$ cat config.mk
export PLATFORM = sky130hd
export DESIGN_NAME = eq_band_mixer
export DESIGN_NICKNAME = d
export VERILOG_FILES = /design/src/rtl/eq_pkg.sv /design/src/rtl/eq_sat_round.sv /design/src/rtl/sat_counter.sv /design/src/rtl/eq_band_mixer.sv
export SDC_FILE = /design/constraint.sdc
export NUM_CORES = 1
export LEC_CHECK = 0
export BUFFER_PORTS_ARGS = -buffer_cell sky130_fd_sc_hd__buf_4
export CAP_MARGIN = 20
export CORE_MARGIN = 4
export CORE_UTILIZATION = 40
export CTS_BUF_LIST = sky130_fd_sc_hd__clkbuf_8
export DETAILED_ROUTE_END_ITERATION = 8
export PLACE_DENSITY = 0.58
export SLEW_MARGIN = 20
export SYNTH_ARGS = -nofsm -noshare
export SYNTH_HDL_FRONTEND = slang
export SYNTH_SLANG_ARGS = --single-unit
$ cat constraint.sdc
create_clock -name clk -period 12.3 [get_ports clk]
set_clock_uncertainty 0.15 [all_clocks]
set_input_delay 1.845 -clock clk [delete_from_list [all_inputs] [get_ports clk]]
set_output_delay 1.845 -clock clk [all_outputs]
set_load 0.02 [all_outputs]
$ cat src/rtl/eq_pkg.sv
// Shared constants, types and FSM encoding for the equalizer band mixer.
package eq_pkg;
   localparam int NBANDS     = 8;
   localparam int DATA_W     = 16;
   localparam int GAIN_W     = 8;
   localparam int CNT_W      = 16;
   localparam int IDX_W      = $clog2(NBANDS);
   localparam int PROD_W     = DATA_W + GAIN_W;
   localparam int ACC_W      = PROD_W + IDX_W;
   localparam int GAIN_UNITY = 64;
   localparam int GAIN_FRAC  = 6;

   typedef logic signed [DATA_W-1:0] sample_t;
   typedef logic [GAIN_W-1:0]        gain_t;

   typedef enum logic [1:0] {ST_IDLE, ST_MAC, ST_SCALE, ST_OUT} state_e;
endpackage

$ cat src/rtl/eq_sat_round.sv
// Drops the Q2.6 gain fraction with round-half-up, then clamps to the signed sample range.
module eq_sat_round #(
   parameter int ACC_W  = 27,
   parameter int DATA_W = 16,
   parameter int FRAC   = 6
) (
   input  logic signed [ACC_W-1:0] acc,
   output logic [DATA_W-1:0]       res,
   output logic                    sat
);
   localparam logic signed [ACC_W-1:0] HALF = ACC_W'(1) << (FRAC - 1);
   localparam logic signed [ACC_W-1:0] MAXV = ACC_W'((1 << (DATA_W - 1)) - 1);
   localparam logic signed [ACC_W-1:0] MINV = -MAXV - ACC_W'(1);

   logic signed [ACC_W-1:0] r;

   // Accumulator headroom guarantees acc + HALF cannot overflow.
   assign r = (acc + HALF) >>> FRAC;

   always_comb begin
      res = r[DATA_W-1:0];
      sat = 1'b0;
      if (r > MAXV) begin
         res = {1'b0, {(DATA_W-1){1'b1}}};
         sat = 1'b1;
      end else if (r < MINV) begin
         res = {1'b1, {(DATA_W-1){1'b0}}};
         sat = 1'b1;
      end
   end
endmodule

$ cat src/rtl/sat_counter.sv
// Event counter that sticks at all-ones instead of wrapping.
module sat_counter #(
   parameter int W = 16
) (
   input  logic         clk,
   input  logic         rst_n,
   input  logic         inc,
   output logic [W-1:0] cnt
);
   always_ff @(posedge clk or negedge rst_n) begin
      if (!rst_n)                cnt <= '0;
      else if (inc && cnt != '1) cnt <= cnt + W'(1);
   end
endmodule

$ cat src/rtl/eq_band_mixer.sv
// Serial gain-weighted sum of the equalizer bands, one band per cycle, feeding the DAC FIFO.
module eq_band_mixer #(
   parameter int NBANDS = eq_pkg::NBANDS,
   parameter int DATA_W = eq_pkg::DATA_W,
   parameter int GAIN_W = eq_pkg::GAIN_W,
   parameter int CNT_W  = eq_pkg::CNT_W
) (
   input  logic                       clk,
   input  logic                       rst_n,
   input  logic [NBANDS*DATA_W-1:0]   band_in,
   input  logic                       band_valid,
   input  logic [NBANDS*GAIN_W-1:0]   gain_in,
   input  logic                       dacfifo_full,
   output logic [DATA_W-1:0]          eq_out,
   output logic                       dacfifo_write,
   output logic                       busy,
   output logic [CNT_W-1:0]           sat_cnt,
   output logic [CNT_W-1:0]           overrun_cnt,
   output logic [CNT_W-1:0]           drop_cnt
);
   import eq_pkg::*;

   localparam int IW = $clog2(NBANDS);
   localparam int PW = DATA_W + GAIN_W;
   localparam int AW = PW + IW;

   state_e                         state;
   logic [NBANDS-1:0][DATA_W-1:0]  bands_q;
   logic [NBANDS-1:0][GAIN_W-1:0]  gains_q;
   logic [IW-1:0]                  idx;
   logic signed [AW-1:0]           acc;
   logic signed [PW-1:0]           band_x, gain_x, prod;
   logic [DATA_W-1:0]              rnd_res;
   logic                           rnd_sat;

   // Gain is unsigned, so it enters the signed multiply zero-extended.
   assign band_x = PW'($signed(bands_q[idx]));
   assign gain_x = PW'({1'b0, gains_q[idx]});
   assign prod   = band_x * gain_x;

   eq_sat_round #(.ACC_W(AW), .DATA_W(DATA_W), .FRAC(GAIN_FRAC)) u_sat_round (
      .acc (acc),
      .res (rnd_res),
      .sat (rnd_sat)
   );

   always_ff @(posedge clk or negedge rst_n) begin
      if (!rst_n) begin
         state   <= ST_IDLE;
         bands_q <= '0;
         gains_q <= '0;
         idx     <= '0;
         acc     <= '0;
         eq_out  <= '0;
      end else begin
         case (state)
            ST_IDLE: if (band_valid) begin
               bands_q <= band_in;
               gains_q <= gain_in;
               acc     <= '0;
               idx     <= '0;
               state   <= ST_MAC;
            end
            ST_MAC: begin
               acc <= acc + AW'(prod);
               idx <= idx + IW'(1);
               if (idx == IW'(NBANDS - 1)) state <= ST_SCALE;
            end
            ST_SCALE: begin
               // Loaded on entry to OUT so the sample is stable for the whole write cycle.
               eq_out <= rnd_res;
               state  <= ST_OUT;
            end
            default: state <= ST_IDLE;
         endcase
      end
   end

   assign busy          = (state != ST_IDLE);
   assign dacfifo_write = (state == ST_OUT) && !dacfifo_full;

   sat_counter #(.W(CNT_W)) u_sat_cnt (
      .clk(clk), .rst_n(rst_n), .inc(state == ST_SCALE && rnd_sat), .cnt(sat_cnt));
   sat_counter #(.W(CNT_W)) u_overrun_cnt (
      .clk(clk), .rst_n(rst_n), .inc(band_valid && busy), .cnt(overrun_cnt));
   sat_counter #(.W(CNT_W)) u_drop_cnt (
      .clk(clk), .rst_n(rst_n), .inc(state == ST_OUT && dacfifo_full), .cnt(drop_cnt));
endmodule

=== Yosys cells after proc, flatten, opt, wreduce, memory -nomap -nowiden ===
Cells that the tools add are included.

* Reduce and logical (&&, ||, !) cells: 14
* Order comparisons: 3
* Add/sub/neg operators: 6
* Equality and inequality tests: 9
* Multiplexer cells: 15
* Multiply operators: 1

{| class="wikitable"
|+ Operators by type and width
! cell !! count
|-
| 27-bit one-hot mux with 2 select lines || 1
|-
| 16-bit by 1-bit adder with 16-bit output (second input constant) || 3
|-
| 16-bit binary-select mux with 3-bit select || 1
|-
| 16-bit 2-to-1 mux || 3
|-
| 16-bit != test (second input constant) || 3
|-
| 27-bit by 24-bit adder with 27-bit output || 1
|-
| 27-bit by 7-bit adder with 27-bit output (second input constant) || 1
|-
| 27-bit 2-to-1 mux || 1
|-
| 8-bit binary-select mux with 3-bit select || 1
|-
| 16-bit by 9-bit multiplier with 24-bit output || 1
|-
| 21-bit by 16-bit > comparator with 1-bit output (second input constant) || 1
|-
| 21-bit by 16-bit less-than comparator with 1-bit output (second input constant) || 1
|-
| 8-bit 2-to-1 mux || 1
|-
| 1-bit logical AND || 7
|-
| 2-bit one-hot mux with 3 select lines || 1
|-
| 3-bit one-hot mux with 2 select lines || 1
|-
| 2-bit AND reduction || 3
|-
| 2-bit == test (second input constant) || 2
|-
| 3-bit by 4-bit less-than comparator with 1-bit output (second input constant) || 1
|-
| 2-bit 2-to-1 mux || 2
|-
| 2-bit != test (second input constant) || 2
|-
| 2-bit nonzero test || 2
|-
| 3-bit by 1-bit adder with 3-bit output (second input constant) || 1
|-
| 3-bit == test (second input constant) || 1
|-
| 5 further kinds || 6
|}

* Output and inout bits: 66
* Register bits: 288

=== Depth between registers and ports, before layout ===
Gate-level depths: netlist (run 1).

* Depth in word-level cells: 6
* Gate-level depth with buffers: 37
* Depth with buffers taken out: 34

=== By module ===
From an unflattened synthesis (run 1), not the netlist that was laid out.

* Cells, all modules: 1693
* Area total of the unflattened synthesis: 19372.3 um^2

{| class="wikitable"
|+ Modules (own cells, without submodules)
! module !! area an instance (um^2) !! instances !! cells an instance !! seq. area each (um^2)
|-
| eq_band_mixer || 16067.9 || 1 || 1374 || 6005.8
|-
| sat_counter || 884.6 || 3 || 77 || 400.4
|-
| eq_sat_round || 650.6 || 1 || 88 || 0.0
|}

=== Least setup slack after synthesis (run 1) ===
OpenSTA, ideal clock, no wires.

* Kind: register to register
* Start point: register idx[0]
* End point: register acc[26]
* Arrival time: 7.857 ns
* Stages on the path, launching flop included: 35
* Slack: 4.211 ns
* Setup time: 0.082 ns
* Cell sequence: dfrtp_1 clkbuf_1 buf_2 buf_2 mux4_2 mux2i_1 nor2_1 fa_1 inv_1 fa_1 inv_1 fa_1 inv_1 fa_1 inv_1 ha_1 a21o_1 a2111oi_0 a21oi_1 a41o_1 o211a_1 o21a_1 o21ai_0 mux2i_1 nand2_1 ha_1 a21oi_1 nor2b_1 o21ai_0 nand2b_1 a21o_1 a31oi_1 xor2_1 a21oi_1 o22ai_1

* Longest elaborated chain between the ends: 5
* Elaborated cells between the ends (all ways): 7
* Classes of those cells: add/sub: 1; mul: 1; mux: 5

{| class="wikitable"
|+ RTL lines
! what !! RTL line !! RTL
|-
| from (decl) || eq_band_mixer.sv:30 || <nowiki>logic [IW-1:0] idx;</nowiki>
|-
| from (signal assigned) || eq_band_mixer.sv:66 || <nowiki>idx <= idx + IW'(1);</nowiki>
|-
| 16-bit binary-select mux with 3-bit select / 8-bit binary-select mux with 3-bit select (equally long branches) || eq_band_mixer.sv:37, eq_band_mixer.sv:38 ||
|-
| 16-bit 2-to-1 mux (implied by the code) / 8-bit 2-to-1 mux (equally long branches) || eq_band_mixer.sv:37, eq_band_mixer.sv:38 ||
|-
| 16-bit by 9-bit multiplier with 24-bit output (*) || eq_band_mixer.sv:39 || <nowiki>assign prod = band_x * gain_x;</nowiki>
|-
| 27-bit by 24-bit adder with 27-bit output (*) || eq_band_mixer.sv:65 || <nowiki>acc <= acc + AW'(prod);</nowiki>
|-
| 27-bit one-hot mux with 2 select lines (*) || eq_band_mixer.sv:56 || <nowiki>case (state)</nowiki>
|-
| to (signal assigned) || eq_band_mixer.sv:65 ||
|-
| to (decl) || eq_band_mixer.sv:31 || <nowiki>logic signed [AW-1:0] acc;</nowiki>
|}

Mark *: on every way between the ends. The rest lies on a longest branch, timed or not. The select of a mux whose other input is x is not followed.
A chain may end at the register's enable or synchronous reset.

=== Worst setup path in the final report (run 1) ===
Ends and elaborated chain as after synthesis.

==> impl_metrics.ini, run 1 <==
[run_status]
outcome = completed

[setup_path]
r2r_end = acc[26]
startpoint_type = flop
worst-setup-path-type = flop to flop
max_stage_delay_ns = 0.67
crit_end = acc[26]
r2r-start = idx[0]
path_max_fanout = 39
end_kind = flop
r2r_setup_slack_ns = 3.46
crit_path_top_delay_cell = buf_4
crit_required_ns = 12.68
worst-r2r-cell-count = 32
timing.critical_path.from = idx[0]
arrival_ns = 9.23

[yosys]
syn_area_um2 = 18600
synth_edf_count = 0
synthFlopType = dfrtp_1
yosysUniqueCellTypes = 63
syn_nets = 2019
synth_cells = 1637
synth-seq-cells = 288
yosysSeqAreaShare_pct = 38.8
syn_avg_cell_area_um2 = 11.3
ys_warn_count = 0
ys_async_sr_fraction_pct = 100

[floorplanning]
dieArea_um2 = 50000
die_w_um = 224
fp-row-count = 78
initial_utilization_pct = 40.7
fp.dieH_um = 224
coreArea_um2 = 45700
num_io_pins = 262

[timing]
setup-tns-final_ns = 0
setup_violations = 0
finalHoldViolCount = 0
fin_crit_ns = 8.84
setup_slack_ns = 3.46
fmax_ghz = 0.113
grt_setup_unrepaired = no
max-slew-margin-rel_pct = 29.4
fin_crit_sh_pct = 71.9
worst_pin_slew_ns = 1.06
slew_viol_final = 0

[grt]
grt_first_pass_wirelength_um = 72100
grt_usage_pct = 17.8
grt_max_degree = 87
first_global_vias = 13400
gr-total-overflow = 0
antenna_found_initial = 6

[routing]
routed_wl_um = 44400
drt_iter0_markers = 600
first_pass_iters = 5
num_vias = 12800
wire_per_inst_um = 17.4
avgViaCountPerCell = 4.99
ant_nets = 0
route.detailed.drc = 0

[clocking]
cts-root-buf = clkbuf_8
cts.sinks = 288
cts_tree = yes
cts_buffers = 54
clock_path_buffers = 3
cts_resized = 0
clkTransAtPathRegs_ns = 0.06
post_cts_buffers = 0
postCtsHoldBufs = 0
htree_levels = 2
clk_latency_ns = 0.63

[place]
gp_congestion = 0.872
placed_cell_area_um2 = 21200
dp_hpwl_um = 34200
place_ws_ns = 3.38
io_buffers = 261

[final_layout]
final_cell_mix = dfrtp_1 (285), buf_4 (274), mux2_2 (209)
final_common_cell = dfrtp_1
multiInputGateArea_um2 = 10500
nNetsFinal = 2294
seq_area_um2 = 7210
layout-drive-gt1-share_pct = 32.7
area_delta_synth_final_pct = 20.2
final_area_um2 = 22300
fillers = 4223
final_util_pct = 48.9

[min_path]
hold_path.class = flop to flop

[job]
maxCapViolations = 0
==> metrics by stage <==
stage               hold slack, ns  std cells
floorplan                    0.305       1637
global placement             0.331       2456
detailed placement           0.330       2456
CTS                          0.344       2553
global route                 0.353       2553
finish                       0.338       2555
==> cells in the mapped netlist (2+ instances only) <==
library cell	number	area (um^2)
nor4b_1	2	17.5
dfrtp_1	288	7210
nand3b_1	3	22.5
nand2_1	121	454
nor3_1	10	50.1
buf_2	2	10.0
nand3_1	31	155
nor2_1	104	390
and3_1	9	56.3
nor4_1	2	12.5
a31o_2	2	17.5
clkbuf_1	44	165
nor2b_1	16	100
a211oi_1	4	30.0
and4_1	5	43.8
o211ai_1	4	30.0
inv_1	186	698
a21o_1	19	143
a31oi_1	6	37.5
a221o_1	2	20.0
ha_1	85	1060
xnor2_1	72	631
o21ai_0	41	205
a21oi_1	64	320
a21boi_0	2	15.0
nor3b_1	5	37.5
mux2i_1	20	200
nand4_1	21	131
and2_1	4	25.0
o31ai_1	3	22.5
o21a_1	8	60.1
buf_1	8	30.0
or2_2	9	56.3
xor2_1	27	236
o22ai_1	2	12.5
a22o_1	6	52.6
mux2_2	209	2350
nand2b_1	16	100
mux4_2	48	1080
or3_1	4	25.0
fa_1	101	2020
==> state kept, by name, summed over array words and instances, names as in the netlist, 3 cells and up <==
| register | count |
|---|---|
| acc | 27 |
| bands_q | 128 |
| eq_out | 16 |
| gains_q | 64 |
| idx | 3 |
| u_drop_cnt.cnt | 16 |
| u_overrun_cnt.cnt | 16 |
| u_sat_cnt.cnt | 16 |
==> worst max-delay path: cells and delay by family, from the launching register on <==
family	cells	cell delay [ns]
AO/OA/AOI/OAI	13	2.62
XOR/XNOR	1	0.20
adder cells (fa/ha/maj)	6	2.66
buffers and inverters	5	0.87
flip-flops	1	0.57
multiplexers	3	1.28
AND/OR/NAND/NOR	4	0.35
==> layout make-up <==
type | count | share of cell area (%)
diodes | 2 | 0.0224
clock buffers | 72 | 4.44
clock inverters | 25 | 0.661
inverters | 186 | 3.13
multi-input cells | 1107 | 46.8
flip-flops and latches | 288 | 32.3
well taps | 600 | 3.36
repair buffers | 275 | 9.28
==> worst min-delay path by stage <==
stage,startpoint,endpoint,slack (ns),cells after the start
after global placement,u_drop_cnt.cnt[9],u_drop_cnt.cnt[9],0.33,1
after CTS,u_sat_cnt.cnt[4],u_sat_cnt.cnt[4],0.34,1
after global routing,u_sat_cnt.cnt[4],u_sat_cnt.cnt[4],0.35,1
after floorplan,acc[4],acc[4],0.31,2
after detailed placement,acc[4],acc[4],0.33,2
final,acc[3],acc[3],0.34,2
==> routing by layer <==
layer | vias up | share of wire [%] | GRT usage, % | wire, um
met3 | 64 | 8.0 | 6.71 | 3540
met4 | 8 | 1.9 | 4.24 | 843
met5 | - | 0.11 | 0 | 51
li1 | 6140 | - | - | -
met1 | 6261 | 45 | 24.1 | 20100
met2 | 281 | 45 | 27.4 | 19800
==> cells by family after synthesis <==
family                     count (synthesis)  synth area share [%]
AOI/OAI and AO/OA                        176                  5.91
buffers and inverters                    242                  4.96
xor gates and xnor gates                 100                  4.75
muxes                                    277                  19.6
DFF                                      288                  38.8
and+or+nand+nor                          368                  9.41
adders and majority gates                186                  16.6
Power of run 1 is left out: the tool's default activity adds up to more than one toggle a clock period on the data nets, which glitch-free logic cannot reach.
==> inputs of run 2 (changes only) <==
==> constraint.sdc (replaced) <==
create_clock -name clk -period 8.5 [get_ports clk]
set_clock_uncertainty 0.15 [all_clocks]
set_input_delay 1.275 -clock clk [delete_from_list [all_inputs] [get_ports clk]]
set_output_delay 1.275 -clock clk [all_outputs]
set_load 0.02 [all_outputs]
==> run 2 against run 1 <==
Global-route usage up 0.34 points. Sequential cell count is the same. Cell area is 0.90% higher. Fmax is 11% higher. Highest routed layer is now met4. Setup slack lost 2.9 ns. Non-clock buffer count up 23. Utilization grew 0.44 points. Register-to-register slack worse by 2.9 ns.
==> impl_metrics.ini, run 2 (synthesis results as in run 1) <==
[routing]
drt_iter0_markers = 621
route.detailed.drc = 0
avgViaCountPerCell = 4.96
routed_wl_um = 45300
ant_nets = 0
first_pass_iters = 4
wire_per_inst_um = 17.6
num_vias = 12800

[clocking]
clkTransAtPathRegs_ns = 0.06
htree_levels = 2
cts_tree = yes
clk_latency_ns = 0.64
cts.sinks = 288
cts-root-buf = clkbuf_8
cts_buffers = 53
clock_path_buffers = 3

[job]
maxCapViolations = 0

[setup_path]
worst-r2r-cell-count = 33
path_max_fanout = 20
crit_path_top_delay_cell = dfrtp_4
max_stage_delay_ns = 0.54
startpoint_type = flop
end_kind = flop
arrival_ns = 8.34
r2r-start = idx[0]
r2r_setup_slack_ns = 0.53
crit_required_ns = 8.87
r2r_end = acc[26]
worst-setup-path-type = flop to flop
crit_path_frequent_cell = inv_1

[final_layout]
nNetsFinal = 2316
final_area_um2 = 22500
top_register = bands_q
final_cells = 2579
final_common_cell = buf_4
reg_top3 = bands_q x128, gains_q x64, acc x27
largest_reg_flops = 128
layout-drive-gt1-share_pct = 33.2
final_cell_mix = buf_4 (293), dfrtp_1 (285), mux2_2 (209)
area_delta_synth_final_pct = 21.3

[min_path]
hold_depth = 1
hold_end = bands_q[127]
hold_path.class = flop to flop
min-delay-start = bands_q[127]

[timing]
setup_violations = 0
slew_viol_final = 0
setup-tns-final_ns = 0
fmax_ghz = 0.126
max-slew-margin-rel_pct = 35.9
grt_setup_unrepaired = no
finalHoldViolCount = 0
fin_crit_sh_pct = 93.7
worst_pin_slew_ns = 0.962
fin_crit_ns = 7.97

[floorplanning]
die_w_um = 224
fp-row-count = 78
fp.dieH_um = 224
num_io_pins = 262
initial_utilization_pct = 40.7
dieArea_um2 = 50000
coreArea_um2 = 45700

[grt]
first_global_vias = 13600
grt_first_pass_wirelength_um = 73200
grt_max_degree = 131
gr-total-overflow = 0
antenna_found_initial = 1
grt_usage_pct = 18.1

[run_status]
outcome = completed

[place]
dp_hpwl_um = 35600
gp_congestion = 0.911
dp.cells = 2471
io_buffers = 261
placed_cell_area_um2 = 21400
==> run 2: cell count changes in the layout (fill, tap and decap cells not counted) <==
cell,previous run,this run
buf_12,0,4
buf_4,274,293
clkbuf_8,72,67
a2111oi_0,1,0
inv_12,0,1
inv_1,199,207
clkinv_8,0,1
clkinvlp_4,3,1
a2111oi_2,0,1
clkinv_2,7,6
diode_2,2,1
==> run 2: repair_timing <==
item | 4_1_cts | 5_1_grt
hold buffers | 0 | 0
gates resized for setup | 0 | 2
buffers inserted | 0 | 8
endpoints found under the setup margin | 0 | 1
==> run 2: routing by layer <==
metal  GRT usage [%]  routed length, um  vias to the layer above
met5               0                  0                        -
met4            5.51               1130                        0
met3            4.64               2600                       59
met2            28.2              20400                      280
met1            25.2              21200                     6273
li1                -                  -                     6189
==> run 2: worst max path at each step <==
stage | from | to | slack (ns) | depth (start not counted)
CTS | idx[0] | acc[26] | 0.33 | 33
global route | idx[0] | acc[26] | 0.03 | 33
floorplan | idx[0] | acc[26] | 0.41 | 34
global placement | idx[0] | acc[26] | 0.47 | 31
detailed placement | idx[0] | acc[26] | 0.37 | 33
finish | idx[0] | acc[26] | 0.53 | 33
==> run 2: layout make-up <==
type,count,area (um^2)
well taps,600,751
inverters,186,698
multi-input cells,1107,10500
clock inverters,32,190
repair buffers,298,2290
fillers,4203,23100
flip-flops and latches,288,7210
clock buffers,67,922
diodes,1,2.50
==> run 2: through the flow <==
step | utilization (%) | hold WS (ns) | setup slack (ns)
6_report | 49.3 | 0.347 | 0.535
5_1_grt | 49.3 | 0.358 | 0.0299
4_1_cts | 49.2 | 0.352 | 0.332
3_5_place_dp | 46.8 | 0.333 | 0.370
3_3_place_gp | 46.8 | 0.327 | 0.468
2_1_floorplan | - | 0.305 | 0.411
==> run 2: critical path, delay by kind of cell (launching register included) <==
| kind | cells | cell delay (ns) |
|---|---|---|
| adders and majority gates | 6 | 2.57 |
| buffers and inverters | 6 | 0.54 |
| xor gates and xnor gates | 1 | 0.20 |
| DFF | 1 | 0.54 |
| muxes | 3 | 1.08 |
| AOI/OAI and AO/OA | 13 | 2.47 |
| and+or+nand+nor | 4 | 0.28 |
Power of run 2 is left out for the same reason.
